$ cat config.mk
export PLATFORM = sky130hd
export DESIGN_NAME = armleocpu_ptw
export DESIGN_NICKNAME = d
export VERILOG_FILES = /design/src/rtl/armleocpu_ptw.sv
export SDC_FILE = /design/constraint.sdc
export NUM_CORES = 1
export LEC_CHECK = 0
export CORE_MARGIN = 5
export CORE_UTILIZATION = 40
export DETAILED_ROUTE_END_ITERATION = 8
export HOLD_SLACK_MARGIN = 0.02
export PLACE_DENSITY_LB_ADDON = 0.3
export SLEW_MARGIN = 10
export SYNTH_ARGS = -nofsm -noshare
export SYNTH_HDL_FRONTEND = slang
export SYNTH_SLANG_ARGS = --single-unit
$ cat constraint.sdc
create_clock -name clk -period 3.7 [get_ports clk]
set_input_delay 1.11 -clock clk [delete_from_list [all_inputs] [get_ports clk]]
set_output_delay 1.11 -clock clk [all_outputs]
set_load 0.1 [all_outputs]
$ cat src/rtl/armleocpu_ptw.sv
// armleocpu_ptw: Sv32 hardware page-table walker feeding armleocpu_tlb.
// Walks at most two levels of 4-byte PTEs and returns a 22-bit PPN plus
// the leaf's 8 access bits, or a page/access fault. Results are formatted
// for the TLB write port.
//
// Ports:
//   clk, rst                  clock, asynchronous active-high reset
//   resolve_request           start a walk (sampled only when idle)
//   virtual_address[19:0]     VPN1 = [19:10], VPN0 = [9:0]
//   satp_ppn[21:0]            root page-table PPN
//   resolve_done              one-cycle completion pulse
//   resolve_pagefault         page fault, valid with resolve_done
//   resolve_accessfault       bus error during walk, valid with resolve_done
//   resolve_physical_address  resulting PPN (zero on fault)
//   resolve_access_bits       leaf PTE[7:0] (zero on fault)
//   mem_read/mem_address      PTE read request, held until mem_done
//   mem_done/mem_error/mem_readdata  read response
module armleocpu_ptw (
  input  logic        clk,
  input  logic        rst,
  input  logic        resolve_request,
  input  logic [19:0] virtual_address,
  input  logic [21:0] satp_ppn,
  output logic        resolve_done,
  output logic        resolve_pagefault,
  output logic        resolve_accessfault,
  output logic [21:0] resolve_physical_address,
  output logic [7:0]  resolve_access_bits,
  output logic        mem_read,
  output logic [33:0] mem_address,
  input  logic        mem_done,
  input  logic        mem_error,
  input  logic [31:0] mem_readdata
);

  typedef enum logic [1:0] {
    IDLE,
    READ,
    DONE
  } state_t;

  state_t      state_q;
  logic        level_q;
  logic [9:0]  vpn0_q;

  logic        pte_v, pte_r, pte_w, pte_x;
  logic        pte_invalid, pte_leaf, pte_misaligned;
  logic        unused_rsw;

  always_comb begin
    pte_v          = mem_readdata[0];
    pte_r          = mem_readdata[1];
    pte_w          = mem_readdata[2];
    pte_x          = mem_readdata[3];
    pte_invalid    = !pte_v || (!pte_r && pte_w);
    pte_leaf       = pte_r || pte_x;
    // A first-level leaf must describe a 4 MiB-aligned megapage.
    pte_misaligned = level_q && (mem_readdata[19:10] != 10'd0);
  end

  // RSW bits carry no meaning for the walker.
  assign unused_rsw = ^mem_readdata[9:8];

  always_ff @(posedge clk or posedge rst) begin
    if (rst) begin
      state_q                  <= IDLE;
      level_q                  <= 1'b1;
      vpn0_q                   <= '0;
      resolve_done             <= 1'b0;
      resolve_pagefault        <= 1'b0;
      resolve_accessfault      <= 1'b0;
      resolve_physical_address <= '0;
      resolve_access_bits      <= '0;
      mem_read                 <= 1'b0;
      mem_address              <= '0;
    end else begin
      resolve_done <= 1'b0;
      case (state_q)
        IDLE: begin
          if (resolve_request) begin
            vpn0_q                   <= virtual_address[9:0];
            level_q                  <= 1'b1;
            mem_read                 <= 1'b1;
            mem_address              <= {satp_ppn, virtual_address[19:10], 2'b00};
            resolve_pagefault        <= 1'b0;
            resolve_accessfault      <= 1'b0;
            resolve_physical_address <= '0;
            resolve_access_bits      <= '0;
            state_q                  <= READ;
          end
        end
        READ: begin
          if (mem_done) begin
            if (!mem_error && !pte_invalid && !pte_leaf && level_q) begin
              // Pointer at level 1: next address issued back-to-back.
              level_q     <= 1'b0;
              mem_address <= {mem_readdata[31:10], vpn0_q, 2'b00};
            end else begin
              mem_read     <= 1'b0;
              resolve_done <= 1'b1;
              state_q      <= DONE;
              if (mem_error) begin
                resolve_accessfault <= 1'b1;
              end else if (pte_invalid || !pte_leaf || pte_misaligned) begin
                resolve_pagefault <= 1'b1;
              end else begin
                resolve_access_bits <= mem_readdata[7:0];
                if (level_q) begin
                  resolve_physical_address <= {mem_readdata[31:20], vpn0_q};
                end else begin
                  resolve_physical_address <= mem_readdata[31:10];
                end
              end
            end
          end
        end
        DONE: begin
          state_q <= IDLE;
        end
        default: begin
          state_q <= IDLE;
        end
      endcase
    end
  end

endmodule

==> metrics.csv, run 1 <==
metric;value;unit
outcome;finished, final reports clean;
setup-tns-final;0;ns
antenna_found_initial;0;
cap_violations;0;
vias;3435;
h-tree-depth;3;
final_cell_mix;buf_4 (80), dfrtp_1 (78), clkdlybuf4s50_1 (76), o21ai_0 (57), nand2_1 (32);
grt_start_max_net_pins;31;
avgSynthCellArea;10.4;um2
die-area;0.0116;mm2
clk_pin_slew_worst_paths;0.08;ns
syn_area;0.00381;mm2
ioPinCount;147;
cts-root-buf;clkbuf_8;
min_path_type;register to register;
place_inst;619;
grt_pass1_vias;3654;
grt_overflow;0;
final_common_cell;buf_4;
numCtsBuffers;9;
layout.nets;580;
ant_nets;0;
ys_seq_area_frac;0.519;
critical_path_required;3.96;ns
drc;0;
worstPathMaxFanout;30;
fin_crit_sh;0.805;
hpwl;8.28;mm
clock_latency;0.35;ns
drive_above_1_share;0.225;
postLayoutCellArea;0.00539;mm2
critPathKind;input port to register;
ys_seq_elements;79;
grt_pass1_wl;18.9;mm
synth_cell_type_count;35;
synth_ff_type;dfrtp_1;
dr.pass1.iters;4;
max_freq;336;MHz
yosys_warnings;0;
drt_first_iter_violations;150;
post_cts_buffers;0;
clock_sinks;79;
groute.usage.overall;0.208;
port_buffers;142;
postCtsHoldBufs;0;
utilization;0.581;
rsz0062_at_grt;false;
wl_per_cell;18.6;um
setup.worst_path.start_class;input port;
wl;11.8;mm
worst_clock_skew;0.00632;ns
placed_area;0.00517;mm2
final_cells;635;
synthToLayoutAreaGrowth;41.3;%
async_flop_share;1.00;
worst_pin_slew;1.09;ns
die_w;108;um
slew_headroom;0.275;
gp_congestion;0.800;
crit_arrival;3.24;ns
setup.worst_path.end_class;register;
hold_violations;0;
fin_crit;2.98;ns
ctsResizeCount;0;
die_h;108;um
start_util;0.411;
core_area;0.00928;mm2
setup_violations;0;
rows;35;
slew_violations;0;
cts_tree;done;
synth-edff-count;0;
clockBufferDepth;2;
routed_via_density;5.41;
antenna_cells;0;
syn_inst;368;
cell usage after synthesis (2+ instances only):
library cell | number | share of area
nor2_1 | 6 | 0.0059
clkbuf_1 | 20 | 0.020
mux2i_1 | 31 | 0.081
nor2b_1 | 2 | 0.0033
dfrtp_1 | 78 | 0.51
o21ai_1 | 18 | 0.024
o221ai_1 | 29 | 0.067
buf_2 | 6 | 0.0079
a22oi_1 | 12 | 0.024
o21ai_0 | 57 | 0.075
nor4_1 | 2 | 0.0033
buf_4 | 4 | 0.0079
and2_1 | 3 | 0.0049
mux2_2 | 10 | 0.030
nor3_1 | 2 | 0.0026
buf_6 | 4 | 0.012
nand2_1 | 32 | 0.031
inv_1 | 22 | 0.022
a31oi_1 | 2 | 0.0033
o2bb2ai_1 | 12 | 0.028
a21oi_1 | 2 | 0.0026
logic make-up after synthesis:
| kind of cell | share of synthesized area |
|---|---|
| multiplexers | 0.111 |
| buffers and inverters | 0.0699 |
| flip-flops | 0.519 |
| AO/OA/AOI/OAI | 0.233 |
| AND/OR/NAND/NOR | 0.0672 |
| other | 0.000983 |
through the flow:
step | setup WS (ns) | hold WS (ns)
5_1_grt | 0.491 | 0.512
2_1_floorplan | 0.568 | 0.503
3_5_place_dp | 0.402 | 0.478
4_1_cts | 0.743 | 0.502
6_report | 0.721 | 0.498
3_3_place_gp | 0.480 | 0.474
registers in the layout, summed over array words and instances, names as in the netlist:
| register | cells |
|---|---|
| resolve_physical_address | 22 |
| level_q | 1 |
| mem_address | 32 |
| resolve_accessfault | 1 |
| vpn0_q | 10 |
| resolve_done | 1 |
| state_q | 2 |
| mem_read | 1 |
| resolve_pagefault | 1 |
| resolve_access_bits | 8 |
routing by layer:
layer / wire, um / vias to the layer above / GRT usage
li1: - / 1603 / -
met5: 0 / - / 0
met2: 5610 / 138 / 0.337
met3: 1110 / 18 / 0.0720
met1: 4920 / 1676 / 0.261
met4: 170 / 0 / 0.0676
final timing paths:
| kind | startpoint | end | slack (ns) | cells past startpoint |
|---|---|---|---|---|
| setup / recovery | mem_readdata[1] | resolve_access_bits[3] | 0.72 | 5 |
| hold / removal | mem_address[28] | mem_address[28] | 0.50 | 1 |
| setup reg to reg | level_q | mem_address[21] | 1.41 | 5 |
| hold reg to reg | mem_address[28] | mem_address[28] | 0.50 | 1 |
| max in group asynchronous | rst | resolve_physical_address[5] | 1.86 | 3 |
| min in group asynchronous | rst | resolve_access_bits[6] | 1.10 | 2 |
cell type report:
class | count | area, um2
fillers | 852 | 3890
flip-flops and latches | 79 | 1980
multi-input cells | 233 | 1580
repair buffers | 156 | 1360
well taps | 129 | 161
clock buffers | 10 | 138
clock inverters | 6 | 83.8
inverters | 22 | 83.8
critical path, stage by stage:
cell and delay [ns]:
clkdlybuf4s50_1 0.49, nor4bb_1 0.37, a311o_1 0.94, o21ai_0 0.19, o221ai_1 0.13
Power of run 1 is not shown: default switching activity piles up to over one toggle a cycle in this logic, so the estimate is an artifact.
==> run 2: changes to the inputs <==
==> constraint.sdc (replaced) <==
create_clock -name clk -period 2.7 [get_ports clk]
set_input_delay 0.81 -clock clk [delete_from_list [all_inputs] [get_ports clk]]
set_output_delay 0.81 -clock clk [all_outputs]
set_load 0.1 [all_outputs]
==> metrics.csv, run 2 (synthesis results as in run 1) <==
metric;value;unit;change
fin_crit_sh;0.903;;
die_h;108;um;unchanged
antenna_cells;0;;unchanged
fin_crit;2.44;ns;
outcome;finished, final reports clean;;
slew_headroom;0.351;;+0.0766
rsz0062_at_grt;false;;
layout.nets;596;;+2.8%
setup_violations;0;;unchanged
drive_above_1_share;0.242;;+0.0165
max_freq;410;MHz;
routed_via_density;5.34;;-1.2%
worstPathMaxFanout;10;;-67%
worst_slack;0.263;ns;-0.458 ns
worst_clock_skew;0.00873;ns;+0.00241 ns
postCtsHoldBufs;0;;unchanged
setup.worst_path.start_class;input port;;
grt_pass1_vias;3665;;+0.30%
core_area;0.00928;mm2;unchanged
hold_violations;0;;unchanged
drc;0;;unchanged
startpoint;mem_readdata[0];;
endpoint;mem_address[20];;
rows;35;;unchanged
utilization;0.595;;+0.0140
timing.rr.end;mem_address[20];;
die-area;0.0116;mm2;unchanged
worst-r2r-setup-slack;0.80;ns;-0.61 ns
clock_latency;0.34;ns;about the same
min_path_type;register to register;;
cpMaxStageDelayCell;clkdlybuf4s50_1;;
cts_tree;done;;
numCtsBuffers;9;;unchanged
postLayoutCellArea;0.00552;mm2;+2.4%
worst_pin_slew;0.973;ns;-0.115 ns
largest_register;mem_address;;
largest_registers;mem_address (32), resolve_physical_address (22), vpn0_q (10);;
start_util;0.411;;unchanged
crit_chain;clkdlybuf4s50_1 -> or3b_2 -> o21a_4 -> or2_1 -> buf_4 -> o21ai_0;;
final_common_cell;buf_4;;
placed_area;0.00532;mm2;+2.9%
cap_violations;0;;unchanged
synthToLayoutAreaGrowth;44.7;%;
clockBufferDepth;2;;unchanged
wl_per_cell;17.9;um;-3.6%
antenna_found_initial;0;;unchanged
largest_reg_flops;32;;unchanged
clk_pin_slew_worst_paths;0.08;ns;about the same
grt_start_max_net_pins;47;;+52%
die_w;108;um;unchanged
hpwl;8.65;mm;+4.5%
min_path_cells;1;;unchanged
clock_sinks;79;;unchanged
nFillCells;810;;-4.9%
wl;11.7;mm;-1.3%
ant_nets;0;;unchanged
critical_path_required;2.96;ns;-1.00 ns
ctsResizeCount;0;;unchanged
worstReg2RegStart;level_q;;
final_cell_mix;buf_4 (94), dfrtp_1 (78), clkdlybuf4s50_1 (76), o21ai_0 (57), nand2_1 (32);;
ioPinCount;147;;unchanged
port_buffers;142;;unchanged
h-tree-depth;3;;unchanged
cts-root-buf;clkbuf_8;;
dr.pass1.iters;5;;+1
gp_congestion;0.881;;+10%
crit_arrival;2.69;ns;-0.55 ns
worst_path_largest_cell_delay;0.50;ns;-0.44 ns
grt_pass1_wl;18.5;mm;-2.0%
grt_overflow;0;;unchanged
drt_first_iter_violations;181;;+21%
vias;3474;;+1.1%
groute.usage.overall;0.203;;-0.00576
critPathKind;input port to register;;
place_ws;-0.0706;ns;-0.473 ns
setup-tns-final;0;ns;unchanged
slew_violations;0;;unchanged
post_cts_buffers;0;;unchanged
rr_worst_depth;5;;unchanged
setup.worst_path.end_class;register;;
-- run 2: changes by cell type in the layout (fill, tap and decap cells not counted) --
cell | before | now
buf_12 | 0 | 2
clkbuf_1 | 0 | 3
clkinvlp_4 | 0 | 1
buf_4 | 80 | 94
clkbuf_8 | 10 | 9
clkinv_2 | 4 | 0
-- run 2: layer usage --
| layer | track usage | wire, um | vias to the layer above |
|---|---|---|---|
| li1 | - | - | 1634 |
| met1 | 0.259 | 4900 | 1660 |
| met2 | 0.325 | 5400 | 163 |
| met3 | 0.0612 | 1130 | 17 |
| met4 | 0.0712 | 221 | 0 |
| met5 | 0 | 0 | - |
-- run 2: layout make-up --
class                      instances  area (um2)  area share
sequential                        79        1980       0.358
multi-input combinational        233        1580       0.287
timing repair buffer             172        1510       0.273
tap                              129         161      0.0292
clock buffer                      12         135      0.0245
inverter                          22        86.3      0.0156
clock inverter                     3        68.8      0.0125
-- run 2: how the worst min path moves through the flow --
stage / endpoint / startpoint
finish: mem_address[29] / mem_address[29]
global route: mem_address[24] / mem_address[24]
CTS: mem_address[29] / mem_address[29]
detailed placement: mem_address[27] / mem_address[27]
global placement: mem_address[22] / mem_address[22]
floorplan: vpn0_q[0] / vpn0_q[0]
-- run 2: worst max-delay path: cells and delay by family --
kind / cells / cell delay (ns)
and+or+nand+nor: 2 / 0.77
AOI/OAI and AO/OA: 2 / 0.41
buffers and inverters: 2 / 0.69
-- run 2: per-stage QoR --
stage          hold WS, ns  std cells
6_report             0.496        650
5_1_grt              0.526        650
4_1_cts              0.498        650
3_5_place_dp         0.481        635
3_3_place_gp         0.476        635
2_1_floorplan        0.503        369
Power of run 2 is left out for the same reason.
==> run 3: changes to the inputs <==
--- a/config.mk
+++ b/config.mk
@@ -5,9 +5,12 @@
 export SDC_FILE = /design/constraint.sdc
 export NUM_CORES = 1
 export LEC_CHECK = 0
+export CORE_ASPECT_RATIO = 1.4
 export CORE_MARGIN = 5
 export CORE_UTILIZATION = 40
 export DETAILED_ROUTE_END_ITERATION = 8
+export DONT_BUFFER_PORTS = 1
+export GPL_TIMING_DRIVEN = 0
 export HOLD_SLACK_MARGIN = 0.02
 export PLACE_DENSITY_LB_ADDON = 0.3
 export SLEW_MARGIN = 10
==> metrics.csv, run 3 (synthesis results as in run 1) <==
metric;value;unit;change
crit_arrival;1.32;ns;-1.37 ns
cts-root-buf;clkbuf_16;;
port_buffers;0;;-100%
slew_headroom;0.354;;+0.00218
routed_via_density;6.17;;+15%
die_h;126;um;+17%
grt_start_max_net_pins;38;;-19%
setup_violations;0;;unchanged
ant_nets;0;;unchanged
min_path_type;input port to async pin;;
drc;0;;unchanged
clock_sinks;79;;unchanged
clk_pin_slew_worst_paths;0.06;ns;-0.02 ns
antenna_found_initial;0;;unchanged
slew_violations;0;;unchanged
grt_overflow;0;;unchanged
vias;3058;;-12%
gp_congestion;0.793;;-10%
worstPathMaxFanout;3;;-7
wl;11.6;mm;-0.31%
synthToLayoutAreaGrowth;13.9;%;
die_w;92.5;um;-14%
wl_per_cell;23.4;um;+31%
ctsResizeCount;0;;unchanged
worst_pin_slew;0.970;ns;-0.00328 ns
postLayoutCellArea;0.00435;mm2;-21%
drive_above_1_share;0.122;;-0.120
die-area;0.0116;mm2;+0.23%
clock_latency;0.34;ns;about the same
largest_registers;mem_address (32), resolve_physical_address (22), vpn0_q (10);;
clockBufferDepth;2;;unchanged
start_util;0.406;;-0.00536
final_common_cell;dfrtp_1;;
postCtsHoldBufs;0;;unchanged
antenna_cells;0;;unchanged
outcome;finished, final reports clean;;
cts_tree;done;;
placed_area;0.00400;mm2;-25%
ioPinCount;147;;unchanged
final_cell_mix;dfrtp_1 (78), o21ai_0 (57), nand2_1 (32), mux2i_1 (31), o221ai_1 (29);;
largest_register;mem_address;;
setup-tns-final;0;ns;unchanged
rows;42;;+20%
dr.pass1.iters;5;;unchanged
largest_reg_flops;32;;unchanged
h-tree-depth;3;;unchanged
layout.nets;461;;-23%
rsz0062_at_grt;false;;
setup.worst_path.start_class;register;;
cap_violations;0;;unchanged
grt_pass1_wl;18.1;mm;-2.2%
grt_pass1_vias;3171;;-13%
drt_first_iter_violations;223;;+23%
critical_path_required;1.89;ns;-1.07 ns
post_cts_buffers;0;;unchanged
hpwl;8.77;mm;+1.3%
fin_crit;2.13;ns;-0.308 ns
max_freq;470;MHz;+14%
fin_crit_sh;0.789;;-0.114
worst_clock_skew;0.00669;ns;-0.00204 ns
hold_violations;0;;unchanged
groute.usage.overall;0.203;;+0.000211
setup.worst_path.end_class;primary output;;
timing.hold.ws;0.345;ns;-0.151 ns
core_area;0.00941;mm2;+1.3%
numCtsBuffers;9;;unchanged
critPathKind;register to primary output;;
[run 3: layout make-up]
cell class	instances	area, um2
multi-input cells	233	1570
clock buffers	10	239
flip-flops and latches	79	1980
well taps	110	138
repair buffers	2	40.0
plain buffers	35	184
clock inverters	5	106
fillers	885	5060
inverters	22	86.3
[run 3: path summary, 6_finish.rpt]
kind	startpoint	slack, ns	end	cells past startpoint
min	rst	0.35	mem_address[11]	1
max in group asynchronous	rst	1.76	level_q	2
max	resolve_physical_address[13]	0.57	resolve_physical_address[13]	0
max reg2reg	level_q	0.64	mem_address[24]	7
min reg2reg	vpn0_q[5]	0.54	vpn0_q[5]	1
min in group clk	vpn0_q[5]	0.54	vpn0_q[5]	1
[run 3: per-stage QoR]
stage / util / instances / worst slack, ns
after global routing: 0.462 / 496 / 0.455
after detailed placement: 0.425 / 481 / 0.305
after CTS: 0.462 / 496 / 0.557
after floorplan: - / 369 / 0.466
final: 0.462 / 496 / 0.571
after global placement: 0.421 / 479 / 0.341
[run 3: layer usage]
layer | part of all wire | vias up | global-route usage
li1 | - | 1379 | -
met1 | 0.37 | 1492 | 0.230
met2 | 0.49 | 166 | 0.331
met3 | 0.12 | 21 | 0.0962
met4 | 0.021 | 0 | 0.0752
met5 | 0 | - | 0
Power of run 3 is left out for the same reason.
